[src/rtl/fadd_sub_bist_if.sv]
`default_nettype none
// ============================================================================
// Module   : fadd_sub_bist_if
// Brief    : Start/status bundle plus the stimulus/response bus between the
//            BIST sweep engine and the adder/subtractor it exercises.
// Revision : 1.0
// ============================================================================
interface fadd_sub_bist_if #(
    parameter int WIDTH = 4,
    parameter int ERR_W = 16
);
    logic             start_in;
    logic [WIDTH-1:0] a_out;
    logic [WIDTH-1:0] b_out;
    logic             control_out;
    logic [WIDTH-1:0] sum_in;
    logic             carry_in;
    logic             busy_out;
    logic             done_out;
    logic             pass_out;
    logic [ERR_W-1:0] err_count_out;
    logic [WIDTH-1:0] fail_a_out;
    logic [WIDTH-1:0] fail_b_out;
    logic             fail_control_out;
    logic             fail_valid_out;

    modport master (
        input  start_in, sum_in, carry_in,
        output a_out, b_out, control_out, busy_out, done_out, pass_out,
               err_count_out, fail_a_out, fail_b_out, fail_control_out,
               fail_valid_out
    );

    modport slave (
        output start_in, sum_in, carry_in,
        input  a_out, b_out, control_out, busy_out, done_out, pass_out,
               err_count_out, fail_a_out, fail_b_out, fail_control_out,
               fail_valid_out
    );
endinterface
`default_nettype wire

[src/rtl/fadd_sub_bist.sv]
`default_nettype none
// ============================================================================
// Module   : fadd_sub_bist
// Brief    : Exhaustive sweep/compare self-test controller for a WIDTH-bit
//            adder/subtractor; counts mismatches and latches the first one.
// Revision : 1.0
// ============================================================================
module fadd_sub_bist #(
    parameter int WIDTH           = 4,
    parameter int SETTLE          = 1,
    parameter int ERR_W           = 16,
    parameter int CARRY_IS_BORROW = 0
) (
    input  logic                 clk_in,
    input  logic                 reset_in,
    fadd_sub_bist_if.master      bus
);
    localparam int                 c_idx_w   = 2 * WIDTH + 1;
    localparam int                 c_cnt_w   = (SETTLE < 2) ? 1 : $clog2(SETTLE + 1);
    localparam logic [c_cnt_w-1:0] c_settle  = c_cnt_w'(SETTLE);
    localparam logic [ERR_W-1:0]   c_err_max = '1;

    typedef enum logic [1:0] {
        S_IDLE = 2'd0,
        S_RUN  = 2'd1,
        S_DONE = 2'd2
    } state_t;

    state_t             r_state;
    logic [c_idx_w-1:0] r_idx;
    logic [c_cnt_w-1:0] r_cnt;
    logic               r_busy;
    logic               r_done;
    logic               r_pass;
    logic [ERR_W-1:0]   r_err;
    logic [WIDTH-1:0]   r_fail_a;
    logic [WIDTH-1:0]   r_fail_b;
    logic               r_fail_c;
    logic               r_fail_v;

    logic [WIDTH-1:0]   w_a;
    logic [WIDTH-1:0]   w_b;
    logic               w_c;
    logic [WIDTH:0]     w_gold;
    logic               w_gold_carry;
    logic               w_mismatch;
    logic [ERR_W-1:0]   w_err_next;
    logic               w_sample;
    logic               w_last;

    // Vector index packs {a, b, control}; control toggles fastest.
    assign w_a = r_idx[c_idx_w-1 -: WIDTH];
    assign w_b = r_idx[WIDTH:1];
    assign w_c = r_idx[0];

    assign w_gold = w_c ? ({1'b0, w_a} + {1'b0, ~w_b} + (WIDTH+1)'(1))
                        : ({1'b0, w_a} + {1'b0, w_b});
    assign w_gold_carry = (w_c && (CARRY_IS_BORROW != 0)) ? ~w_gold[WIDTH] : w_gold[WIDTH];

    assign w_mismatch = (bus.sum_in != w_gold[WIDTH-1:0]) || (bus.carry_in != w_gold_carry);
    assign w_err_next = (w_mismatch && (r_err != c_err_max)) ? r_err + ERR_W'(1) : r_err;
    assign w_sample   = (r_cnt == c_settle);
    assign w_last     = &r_idx;

    always_ff @(posedge clk_in) begin
        if (reset_in) begin
            r_state  <= S_IDLE;
            r_idx    <= '0;
            r_cnt    <= '0;
            r_busy   <= 1'b0;
            r_done   <= 1'b0;
            r_pass   <= 1'b0;
            r_err    <= '0;
            r_fail_a <= '0;
            r_fail_b <= '0;
            r_fail_c <= 1'b0;
            r_fail_v <= 1'b0;
        end else begin
            case (r_state)
                S_IDLE, S_DONE: begin
                    if (bus.start_in) begin
                        r_state  <= S_RUN;
                        r_idx    <= '0;
                        r_cnt    <= '0;
                        r_busy   <= 1'b1;
                        r_done   <= 1'b0;
                        r_pass   <= 1'b0;
                        r_err    <= '0;
                        r_fail_a <= '0;
                        r_fail_b <= '0;
                        r_fail_c <= 1'b0;
                        r_fail_v <= 1'b0;
                    end
                end
                S_RUN: begin
                    if (w_sample) begin
                        r_cnt <= '0;
                        // Wrapping past the last vector also parks a/b/control at 0.
                        r_idx <= r_idx + c_idx_w'(1);
                        r_err <= w_err_next;
                        if (w_mismatch && !r_fail_v) begin
                            r_fail_a <= w_a;
                            r_fail_b <= w_b;
                            r_fail_c <= w_c;
                            r_fail_v <= 1'b1;
                        end
                        if (w_last) begin
                            r_state <= S_DONE;
                            r_busy  <= 1'b0;
                            r_done  <= 1'b1;
                            r_pass  <= (w_err_next == '0);
                        end
                    end else begin
                        r_cnt <= r_cnt + c_cnt_w'(1);
                    end
                end
                default: r_state <= S_IDLE;
            endcase
        end
    end

    assign bus.a_out            = w_a;
    assign bus.b_out            = w_b;
    assign bus.control_out      = w_c;
    assign bus.busy_out         = r_busy;
    assign bus.done_out         = r_done;
    assign bus.pass_out         = r_pass;
    assign bus.err_count_out    = r_err;
    assign bus.fail_a_out       = r_fail_a;
    assign bus.fail_b_out       = r_fail_b;
    assign bus.fail_control_out = r_fail_c;
    assign bus.fail_valid_out   = r_fail_v;
endmodule
`default_nettype wire

[src/flat_wrapper.sv]
// flat-port wrapper written by rule: the top's interface ports become plain ports
module fadd_sub_bist_flat 
#(
    parameter int WIDTH           = 4,
    parameter int SETTLE          = 1,
    parameter int ERR_W           = 16,
    parameter int CARRY_IS_BORROW = 0
)
  (clk_in, reset_in, bus_start_in, bus_sum_in, bus_carry_in, bus_a_out, bus_b_out, bus_control_out, bus_busy_out, bus_done_out, bus_pass_out, bus_err_count_out, bus_fail_a_out, bus_fail_b_out, bus_fail_control_out, bus_fail_valid_out);
  fadd_sub_bist_if #(.WIDTH(WIDTH), .ERR_W(ERR_W)) bus_i ();
  input  logic clk_in;
  input  logic reset_in;
  input wire logic [$bits(bus_i.start_in)-1:0] bus_start_in;
  input wire logic [$bits(bus_i.sum_in)-1:0] bus_sum_in;
  input wire logic [$bits(bus_i.carry_in)-1:0] bus_carry_in;
  output wire logic [$bits(bus_i.a_out)-1:0] bus_a_out;
  output wire logic [$bits(bus_i.b_out)-1:0] bus_b_out;
  output wire logic [$bits(bus_i.control_out)-1:0] bus_control_out;
  output wire logic [$bits(bus_i.busy_out)-1:0] bus_busy_out;
  output wire logic [$bits(bus_i.done_out)-1:0] bus_done_out;
  output wire logic [$bits(bus_i.pass_out)-1:0] bus_pass_out;
  output wire logic [$bits(bus_i.err_count_out)-1:0] bus_err_count_out;
  output wire logic [$bits(bus_i.fail_a_out)-1:0] bus_fail_a_out;
  output wire logic [$bits(bus_i.fail_b_out)-1:0] bus_fail_b_out;
  output wire logic [$bits(bus_i.fail_control_out)-1:0] bus_fail_control_out;
  output wire logic [$bits(bus_i.fail_valid_out)-1:0] bus_fail_valid_out;
  assign bus_i.start_in = bus_start_in;
  assign bus_i.sum_in = bus_sum_in;
  assign bus_i.carry_in = bus_carry_in;
  assign bus_a_out = bus_i.a_out;
  assign bus_b_out = bus_i.b_out;
  assign bus_control_out = bus_i.control_out;
  assign bus_busy_out = bus_i.busy_out;
  assign bus_done_out = bus_i.done_out;
  assign bus_pass_out = bus_i.pass_out;
  assign bus_err_count_out = bus_i.err_count_out;
  assign bus_fail_a_out = bus_i.fail_a_out;
  assign bus_fail_b_out = bus_i.fail_b_out;
  assign bus_fail_control_out = bus_i.fail_control_out;
  assign bus_fail_valid_out = bus_i.fail_valid_out;
  fadd_sub_bist #(.WIDTH(WIDTH), .SETTLE(SETTLE), .ERR_W(ERR_W), .CARRY_IS_BORROW(CARRY_IS_BORROW)) u_core (.clk_in(clk_in), .reset_in(reset_in), .bus(bus_i));
endmodule
[config.mk]
export PLATFORM = sky130hd
export DESIGN_NAME = fadd_sub_bist_flat
export DESIGN_NICKNAME = d
export VERILOG_FILES = /design/src/rtl/fadd_sub_bist_if.sv /design/src/rtl/fadd_sub_bist.sv /design/src/flat_wrapper.sv
export SDC_FILE = /design/constraint.sdc
export NUM_CORES = 1
export LEC_CHECK = 0
export CELL_PAD_IN_SITES_DETAIL_PLACEMENT = 0
export CELL_PAD_IN_SITES_GLOBAL_PLACEMENT = 1
export CORE_MARGIN = 2
export CORE_UTILIZATION = 42
export CTS_CLUSTER_DIAMETER = 30
export CTS_CLUSTER_SIZE = 12
export DETAILED_ROUTE_END_ITERATION = 8
export GPL_TIMING_DRIVEN = 0
export PLACE_DENSITY = 0.91
export SLEW_MARGIN = 20
export SYNTH_ARGS = -nofsm -noshare
export SYNTH_HDL_FRONTEND = slang
export SYNTH_SLANG_ARGS = --single-unit
[constraint.sdc]
create_clock -name clk_in -period 5.2 [get_ports clk_in]
set_input_delay 1.04 -clock clk_in [delete_from_list [all_inputs] [get_ports clk_in]]
set_output_delay 1.04 -clock clk_in [all_outputs]
set_load 0.02 [all_outputs]
==> results of run 1 <==
path summary, 6_finish.rpt:
check	start	endpoint	slack, ns	depth (start not counted)
worst max-delay path	u_core.r_idx[1]	u_core.bus.err_count_out[4]	1.84	12
worst min-delay path	u_core.bus.busy_out	u_core.bus.busy_out	0.46	2
worst min register to register	u_core.bus.busy_out	u_core.bus.busy_out	0.46	2
worst max register to register	u_core.r_idx[1]	u_core.bus.err_count_out[4]	1.84	12
cells in the final DEF (no fill, tap or decap), types with 7 or more instances in the layout:
cell,instances
nor2_1,19
xnor2_1,11
nand2_1,41
clkdlybuf4s50_1,44
nand3_1,22
inv_1,11
dfxtp_1,41
a21oi_1,33
ha_1,11
o21ai_0,16
clkbuf_1,9
a311oi_1,7
flip-flops by register name, summed over array words and instances, names as in the netlist:
register	cells
u_core.bus.err_count_out	16
u_core.r_idx	9
u_core.bus.fail_a_out	4
u_core.bus.fail_b_out	4
u_core.r_state	2
u_core.bus.busy_out	1
u_core.bus.done_out	1
u_core.bus.fail_control_out	1
u_core.bus.fail_valid_out	1
u_core.bus.pass_out	1
u_core.r_cnt	1
worst max-delay path: stages (launching register included):
cell	delay, ns
dfxtp_1	0.50
ha_1	0.22
inv_1	0.06
fa_1	0.44
mux2i_1	0.20
xnor2_1	0.14
nand2_1	0.10
nor4b_4	0.58
a21boi_2	0.15
and2_1	0.20
clkbuf_1	0.24
a41oi_1	0.28
a311oi_1	0.08
layer usage:
| metal | vias up | routed length [um] |
|---|---|---|
| met2 | 69 | 3010 |
| met4 | 0 | 68 |
| met5 | - | 0 |
| li1 | 1265 | - |
| met1 | 1177 | 3390 |
| met3 | 6 | 317 |
cell usage after synthesis (2+ instances only):
master     count
a41oi_1        4
a31oi_1        3
nor2b_1        5
ha_1          11
inv_1         11
nand2b_1       5
nand3b_1       2
buf_2          5
inv_2          2
xnor2_1       11
nor2_1        19
a311oi_1       7
xor2_1         4
nand3_1       22
buf_4          3
nand4_1        6
o2111ai_1      2
a211oi_1       3
a2111oi_2      2
or3_1          2
and3_1         6
nand2_2        2
mux2i_1        3
clkbuf_1       9
and2_1         3
nor3_1         6
o21ai_0       16
fa_1           2
or4_1          2
dfxtp_1       41
nand2_1       41
a21oi_1       33
logic make-up after synthesis:
logic type                 after synthesis
buffers and inverters                   32
muxes                                    5
DFF                                     41
AOI/OAI and AO/OA                       84
adders and majority gates               13
xor gates and xnor gates                15
and+or+nand+nor                        131
stage by stage:
step / utilization / hold slack (ns)
global route: 0.544 / 0.479
CTS: 0.544 / 0.465
detailed placement: 0.525 / 0.454
finish: 0.544 / 0.460
global placement: 0.525 / 0.443
floorplan: - / 0.446
area by class of cell:
type	count	area, um^2
sequential	41	821
timing repair buffer	44	440
multi-input combinational	248	1630
inverter	13	48.8
buffer	19	92.6
clock buffer	5	68.8
fill	566	2720
tap	75	93.8
clock inverter	3	46.3
power groups by stage:
stage / Clock [uW] / Combinational (uW) / Sequential [uW]
detailed placement: 0 / 57.7 / 327
floorplan: 0 / 35.0 / 328
global route: 284 / 64.2 / 320
global placement: 0 / 57.6 / 327
finish: 265 / 58.5 / 319
CTS: 271 / 58.2 / 319
==> flow_summary_export.csv, run 1 <==
group,metric,value,unit
outcome,outcome,"completed",
sta,fin_setup_tns,0,ns
grt,overflow,0,
placement,place_congestion,0.857,
cts,numCtsBuffers,5,
synthesis,yosysSeqAreaShare,0.317,
synthesis,yosysWarningCount,0,
grt,grt_pass1_wl,10900,um
sta,finalCritPeriodShare,0.646,
synthesis,synth_top_family_by_area,"simple AND/OR/NAND/NOR gates",
layout,antenna_cells,0,
cts,cts_resized,0,
detailed_routing,ant_nets,0,
grt,busiest_layer,"met1",
synthesis,synth.largest_area_cell,"dfxtp_1",
placement,portBuffers,44,
sta,slew_viol_final,0,
synthesis,synth-main-ff-cell,"dfxtp_1",
cts,cts_sinks,41,
grt,grtUsageMet2,0.309,
power,clkPwrFrac,0.412,
layout,layout-drive-gt1-share,0.0831,
setup_path,worstPathRequired,5.35,ns
power,finalPower,643,uW
cts,post_cts_buffers,0,
setup_path,path_class,"register to register",
sta,setup_ws,1.84,ns
cts,cts_tree,"built",
detailed_routing,drt_iter0_markers,201,
die,core,5960,um^2
die,die_area,6810,um^2
die,die_w,82.5,um
power,p_sw,163,uW
grt,grtUsageMet3,0.0370,
die,initial_utilization,0.435,
sta,setup_violations,0,
power,leakage,0.00109,uW
layout,finalNonFillerCells,448,
detailed_routing,drc,0,
placement,hpwl,4930,um
synthesis,syn-cell-area,2590,um^2
setup_path,arrival,3.51,ns
sta,skew,0.0119,ns
detailed_routing,first_pass_iters,4,
synthesis,synth_cells,321,
hold_path,hold_class,"register to register",
power,power.share.switching,0.254,
detailed_routing,wl_per_cell,15.2,um
power,pwr_density_cell,198,nW/um^2
placement,postPlaceCellArea,3120,um^2
layout,area_growth,25.1,%
detailed_routing,wl,6790,um
flow_run,maxCapViolations,0,
cts,clk_latency,0.30,ns
synthesis,synth_cell_types,60,
cts,holdBufCountCts,0,
power,p_seq_frac,0.497,
synthesis,synth-seq-cells,41,
cts,htreeDepth,2,
grt,grt_start_max_net_pins,15,
sta,fin_crit,3.36,ns
placement,dp.cells,440,
grt,first_global_vias,2187,
synthesis,yosys.area_share.simple,0.268,
detailed_routing,vias_per_cell,5.62,
cts,cts_root_buf,"clkbuf_8",
die,rows,28,
sta,slew-limit-headroom,0.384,
synthesis,synth_compound_area_frac,0.219,
setup_path,endpoint_kind,"register",
synthesis,synth_nets,342,
placement,place_ws,1.64,ns
sta,hold_viol_final,0,
sta,max_clock_freq,298,MHz
setup_path,critPathMaxFanout,9,
grt,grtUsageMet1,0.314,
grt,grt_use_total,0.209,
sta,rsz0062_at_grt,"no",
synthesis,synthMuxAreaShare,0.0217,
die,ios,46,
synthesis,synth_top_area_share,0.317,
sta,worstMarginPinSlew,0.918,ns
cts,clkTransAtPathRegs,0.09,ns
power,p_comb_frac,0.091,
synthesis,synth-edff-count,0,
synthesis,synthXorXnorAreaFrac,0.0507,
die,die_h,82.5,um
layout,nNetsFinal,393,
cts,max-clock-path-buffers,2,
synthesis,synthTopCellsByArea,"dfxtp_1, a21oi_1, nand2_1",
power,ir_worst_vdd,0.000158,V
grt,antenna_found_initial,0,
setup_path,cp-start-kind,"register",
detailed_routing,route.vias.total,2517,
synthesis,synth_fa_ha_area_frac,0.0686,
synthesis,synthArstFlopShare,0,
synthesis,avgSynthCellArea,8.07,um^2
power,internal_power,480,uW
layout,final_cell_area,3240,um^2
Power figures use the tool's default switching activity.
==> inputs of run 2 (changes only) <==
CORE_UTILIZATION = 39   (was 42)
PLACE_DENSITY = 0.86   (was 0.91)
clock period = 3.5 ns   (was 5.2 ns; I/O delays follow)
==> flow_summary_export.csv, run 2 (synthesis gave the netlist of run 1 again) <==
group,metric,value,unit
flow_run,maxCapViolations,0,
setup_path,regToRegEndpoint,"u_core.bus.err_count_out[4]",
setup_path,crit_chain,"ha_1 > inv_1 > fa_1 > mux2i_1 > xnor2_1 > nand2_1 > nor4b_4 > a21boi_2 > and2_1 > clkbuf_1 > a41oi_1 > a311oi_1",
placement,place_ws,0.185,ns
grt,grt_pass1_wl,11400,um
placement,portBuffers,44,
layout,layout_common_cells,"clkdlybuf4s50_1, nand2_1, dfxtp_1, a21oi_1, nand3_1",
layout,nNetsFinal,395,
setup_path,crit_buf_inv,2,
detailed_routing,wl,7150,um
sta,slew-limit-headroom,0.562,
setup_path,r2r_slack,0.28,ns
die,die_area,7310,um^2
sta,rsz0062_at_grt,"no",
grt,grt_use_total,0.195,
cts,holdBufCountCts,0,
power,leakage,0.00111,uW
cts,clk_latency,0.30,ns
die,die_h,85.5,um
cts,max-clock-path-buffers,2,
detailed_routing,drc,0,
cts,htreeDepth,2,
setup_path,critPathMaxFanout,9,
setup_path,cpPeakStageDelay,0.51,ns
sta,fin_setup_tns,0,ns
layout,antenna_cells,0,
detailed_routing,drt_iter0_markers,164,
grt,first_global_vias,2290,
cts,cts_sinks,41,
detailed_routing,ant_nets,0,
grt,overflow,0,
detailed_routing,wl_per_cell,15.8,um
cts,cts_root_buf,"clkbuf_8",
power,pwr_density_cell,298,nW/um^2
layout,finish.utilization,0.513,
grt,grt_start_max_net_pins,14,
outcome,outcome,"completed",
layout,final_common_cell,"clkdlybuf4s50_1",
setup_path,crit_family,"simple AND/OR/NAND/NOR gates",
cts,clkTransAtPathRegs,0.09,ns
detailed_routing,route.vias.total,2565,
layout,layout-drive-gt1-share,0.0987,
sta,setup_ws,0.284,ns
hold_path,hold_class,"register to register",
setup_path,worstPathRequired,3.66,ns
setup_path,reg2reg_depth,12,
layout,largest_reg_flops,16,
die,ios,46,
hold_path,worstHoldPathCells,2,
setup_path,arrival,3.38,ns
setup_path,cp-start-kind,"register",
sta,setup_violations,0,
setup_path,rr_startpoint,"u_core.r_idx[1]",
die,initial_utilization,0.406,
sta,slew_viol_final,0,
setup_path,endpoint_kind,"register",
cts,cts_tree,"built",
cts,numCtsBuffers,5,
sta,skew,0.00589,ns
placement,place_congestion,0.874,
sta,hold_viol_final,0,
sta,finalCritPeriodShare,0.919,
grt,antenna_found_initial,0,
setup_path,path_class,"register to register",
hold_path,hold_end,"u_core.bus.busy_out",
power,ir_worst_vdd,0.000172,V
die,core,6390,um^2
detailed_routing,first_pass_iters,5,
detailed_routing,vias_per_cell,5.67,
sta,fin_crit,3.22,ns
die,die_w,85.5,um
hold_path,min_from,"u_core.bus.busy_out",
setup_path,slowest_stage,"dfxtp_1",
layout,area_growth,26.5,%
sta,worstMarginPinSlew,0.656,ns
die,rows,29,
placement,hpwl,5130,um
sta,max_clock_freq,311,MHz
## run 2: changes by cell type in the layout (fill, tap and decap cells not counted)
cell,change
a2111oi_2,+1
a2111oi_1,-1
xnor2_1,-1
xnor2_2,+1
dfxtp_2,+2
clkinv_4,-1
dfxtp_1,-2
clkbuf_8,+1
buf_4,+2
## run 2: worst max-delay path by stage
stage                                from  cells after the start                     endpoint
after floorplan           u_core.r_idx[3]                     11          u_core.bus.pass_out
after global placement    u_core.r_idx[2]                     11  u_core.bus.err_count_out[4]
after detailed placement  u_core.r_idx[5]                     12  u_core.bus.err_count_out[4]
after CTS                 u_core.r_idx[5]                     12  u_core.bus.err_count_out[4]
after global routing      u_core.r_idx[1]                     12  u_core.bus.err_count_out[4]
final                     u_core.r_idx[1]                     12  u_core.bus.err_count_out[4]
## run 2: per-stage QoR
stage	cells	hold slack, ns	power, uW	area [um^2]
global route	452	0.488	1010	3280
global placement	442	0.445	572	3130
finish	452	0.464	976	3280
detailed placement	442	0.461	573	3130
floorplan	321	0.446	539	2590
CTS	450	0.473	985	3250
## run 2: layout make-up
| class | count | area, um^2 |
|---|---|---|
| fill | 615 | 3110 |
| multi-input combinational | 248 | 1640 |
| sequential | 41 | 823 |
| timing repair buffer | 46 | 455 |
| tap | 77 | 96.3 |
| buffer | 19 | 92.6 |
| clock buffer | 6 | 82.6 |
| inverter | 13 | 48.8 |
| clock inverter | 2 | 37.5 |
## run 2: what timing repair did
item / in CTS / in global routing
setup buffers: 0 / 2
resized for setup: 0 / 4
endpoints found under the setup margin: 0 / 18
## run 2: per-layer routing
layer	vias up	share of wire	track usage
li1	1265	-	-
met1	1228	0.50	0.291
met2	68	0.45	0.288
met3	4	0.044	0.0327
met4	0	0.0091	0.0592
met5	-	0	0
## run 2: report_power, final
group          switching, uW  total (uW)  leakage, uW  internal [uW]
clock                    180         412    0.0000574            232
combinational           59.9        90.2     0.000723           30.3
sequential              4.09         474     0.000332            470
total                    244         976      0.00111            733
## run 2: worst min-delay path, stage by stage, from the launching register on
cell     delay, ns
dfxtp_1       0.32
nand2_1       0.05
a21oi_1       0.06
==> inputs of run 3 (changes only) <==
CORE_MARGIN = not set   (was 2)
PLACE_DENSITY = not set   (was 0.86)
PLACE_DENSITY_LB_ADDON = 0.15   (was not set)
==> flow_summary_export.csv, run 3 (synthesis gave the netlist of run 1 again) <==
group,metric,value,unit
outcome,outcome,"completed",
die,rows,29,
sta,max_clock_freq,311,MHz
sta,slew-limit-headroom,0.560,
grt,antenna_found_initial,0,
power,pwr_density_cell,271,nW/um^2
die,die_h,83.5,um
cts,cts_tree,"built",
setup_path,worstPathRequired,3.70,ns
grt,first_global_vias,2304,
cts,cts_root_buf,"clkbuf_8",
sta,worstMarginPinSlew,0.659,ns
sta,slew_viol_final,0,
detailed_routing,wl_per_cell,15.3,um
detailed_routing,first_pass_iters,4,
power,internal_power,638,uW
die,ios,46,
layout,area_growth,25.1,%
grt,grt_start_max_net_pins,14,
power,power.share.switching,0.274,
die,die_area,6970,um^2
sta,finalCritPeriodShare,0.917,
cts,numCtsBuffers,5,
setup_path,endpoint_kind,"register",
layout,final_cell_area,3240,um^2
cts,holdBufCountCts,0,
cts,clk_latency,0.30,ns
detailed_routing,route.vias.total,2504,
layout,antenna_cells,0,
power,p_sw,240,uW
placement,place_congestion,0.816,
power,clkPwrFrac,0.358,
setup_path,critPathMaxFanout,9,
layout,nNetsFinal,395,
grt,grt_pass1_wl,11400,um
flow_run,maxCapViolations,0,
sta,fin_setup_tns,0,ns
layout,final_common_cell,"clkdlybuf4s50_1",
setup_path,cp-start-kind,"register",
die,die_w,83.5,um
cts,clkTransAtPathRegs,0.09,ns
detailed_routing,ant_nets,0,
layout,largest_reg_flops,16,
detailed_routing,vias_per_cell,5.54,
hold_path,hold_class,"register to register",
detailed_routing,wl,6930,um
layout,layout_common_cells,"clkdlybuf4s50_1, nand2_1, dfxtp_1, a21oi_1, nand3_1",
sta,setup_violations,0,
setup_path,arrival,3.41,ns
grt,grt_use_total,0.204,
placement,hpwl,5090,um
sta,rsz0062_at_grt,"no",
power,ir_worst_vdd,0.000196,V
power,p_seq_frac,0.540,
power,p_comb_frac,0.102,
power,leakage,0.00110,uW
sta,skew,0.00922,ns
cts,max-clock-path-buffers,2,
die,initial_utilization,0.406,
cts,htreeDepth,2,
layout,layout-drive-gt1-share,0.0933,
die,core,6390,um^2
placement,portBuffers,44,
cts,cts_sinks,41,
sta,fin_crit,3.21,ns
placement,postPlaceCellArea,3130,um^2
detailed_routing,drt_iter0_markers,124,
sta,hold_viol_final,0,
detailed_routing,drc,0,
grt,overflow,0,
setup_path,path_class,"register to register",
run 3: changes by cell type in the layout (fill, tap and decap cells not counted), sizes merged:
cell    delta
clkinv     +2
clkbuf     -1
bufinv     -1
run 3: worst max-delay path, stage by stage, from the launching register on:
cell       delay, ns
dfxtp_1         0.51
ha_1            0.23
inv_1           0.05
fa_1            0.38
nor3_1          0.19
a2111oi_2       0.09
nor3_1          0.30
nor4b_4         0.13
a21boi_2        0.22
and2_1          0.15
clkbuf_1        0.38
a41oi_1         0.17
a311oi_1        0.30
run 3: final timing paths:
check	cells past startpoint	to	slack (ns)	from
worst min-delay path	2	u_core.bus.busy_out	0.46	u_core.bus.busy_out
worst min register to register	2	u_core.bus.busy_out	0.46	u_core.bus.busy_out
worst max register to register	12	u_core.bus.err_count_out[4]	0.29	u_core.r_idx[1]
worst max-delay path	12	u_core.bus.err_count_out[4]	0.29	u_core.r_idx[1]
run 3: power by group through the flow:
stage	combinational (uW)	sequential, uW	clock (uW)
after CTS	87.2	474	324
final	89.5	474	315
after global routing	97.4	475	344
after floorplan	52.0	487	0
after detailed placement	86.9	485	0
after global placement	87.2	485	0
run 3: timing repair:
item	CTS	global route
setup buffers	0	2
endpoints found under the setup margin	0	11
resized for setup	0	2
run 3: area by class of cell:
| cell class | instances | area [um^2] |
|---|---|---|
| Clock buffer | 5 | 68.8 |
| Buffer | 19 | 92.6 |
| Tap cell | 77 | 96.3 |
| Multi-Input combinational cell | 248 | 1640 |
| Fill cell | 641 | 3150 |
| Timing Repair Buffer | 46 | 455 |
| Clock inverter | 3 | 17.5 |
| Sequential cell | 41 | 821 |
| Inverter | 13 | 48.8 |
run 3: routing by layer:
layer | global-route usage | routed length, um | up-vias
met3 | 0.0326 | 306 | 8
met5 | 0 | 0 | -
met4 | 0.0601 | 101 | 0
met1 | 0.300 | 3570 | 1175
li1 | - | - | 1265
met2 | 0.307 | 2960 | 56
run 3: stage by stage:
stage | instances | setup slack (ns) | utilization | hold WS (ns) | total power [uW]
2_1_floorplan | 321 | 0.520 | - | 0.446 | 539
4_1_cts | 450 | 0.157 | 0.503 | 0.463 | 886
3_5_place_dp | 442 | 0.161 | 0.490 | 0.451 | 572
6_report | 452 | 0.289 | 0.507 | 0.461 | 879
5_1_grt | 452 | 0.00773 | 0.507 | 0.495 | 916
3_3_place_gp | 442 | 0.148 | 0.490 | 0.443 | 572
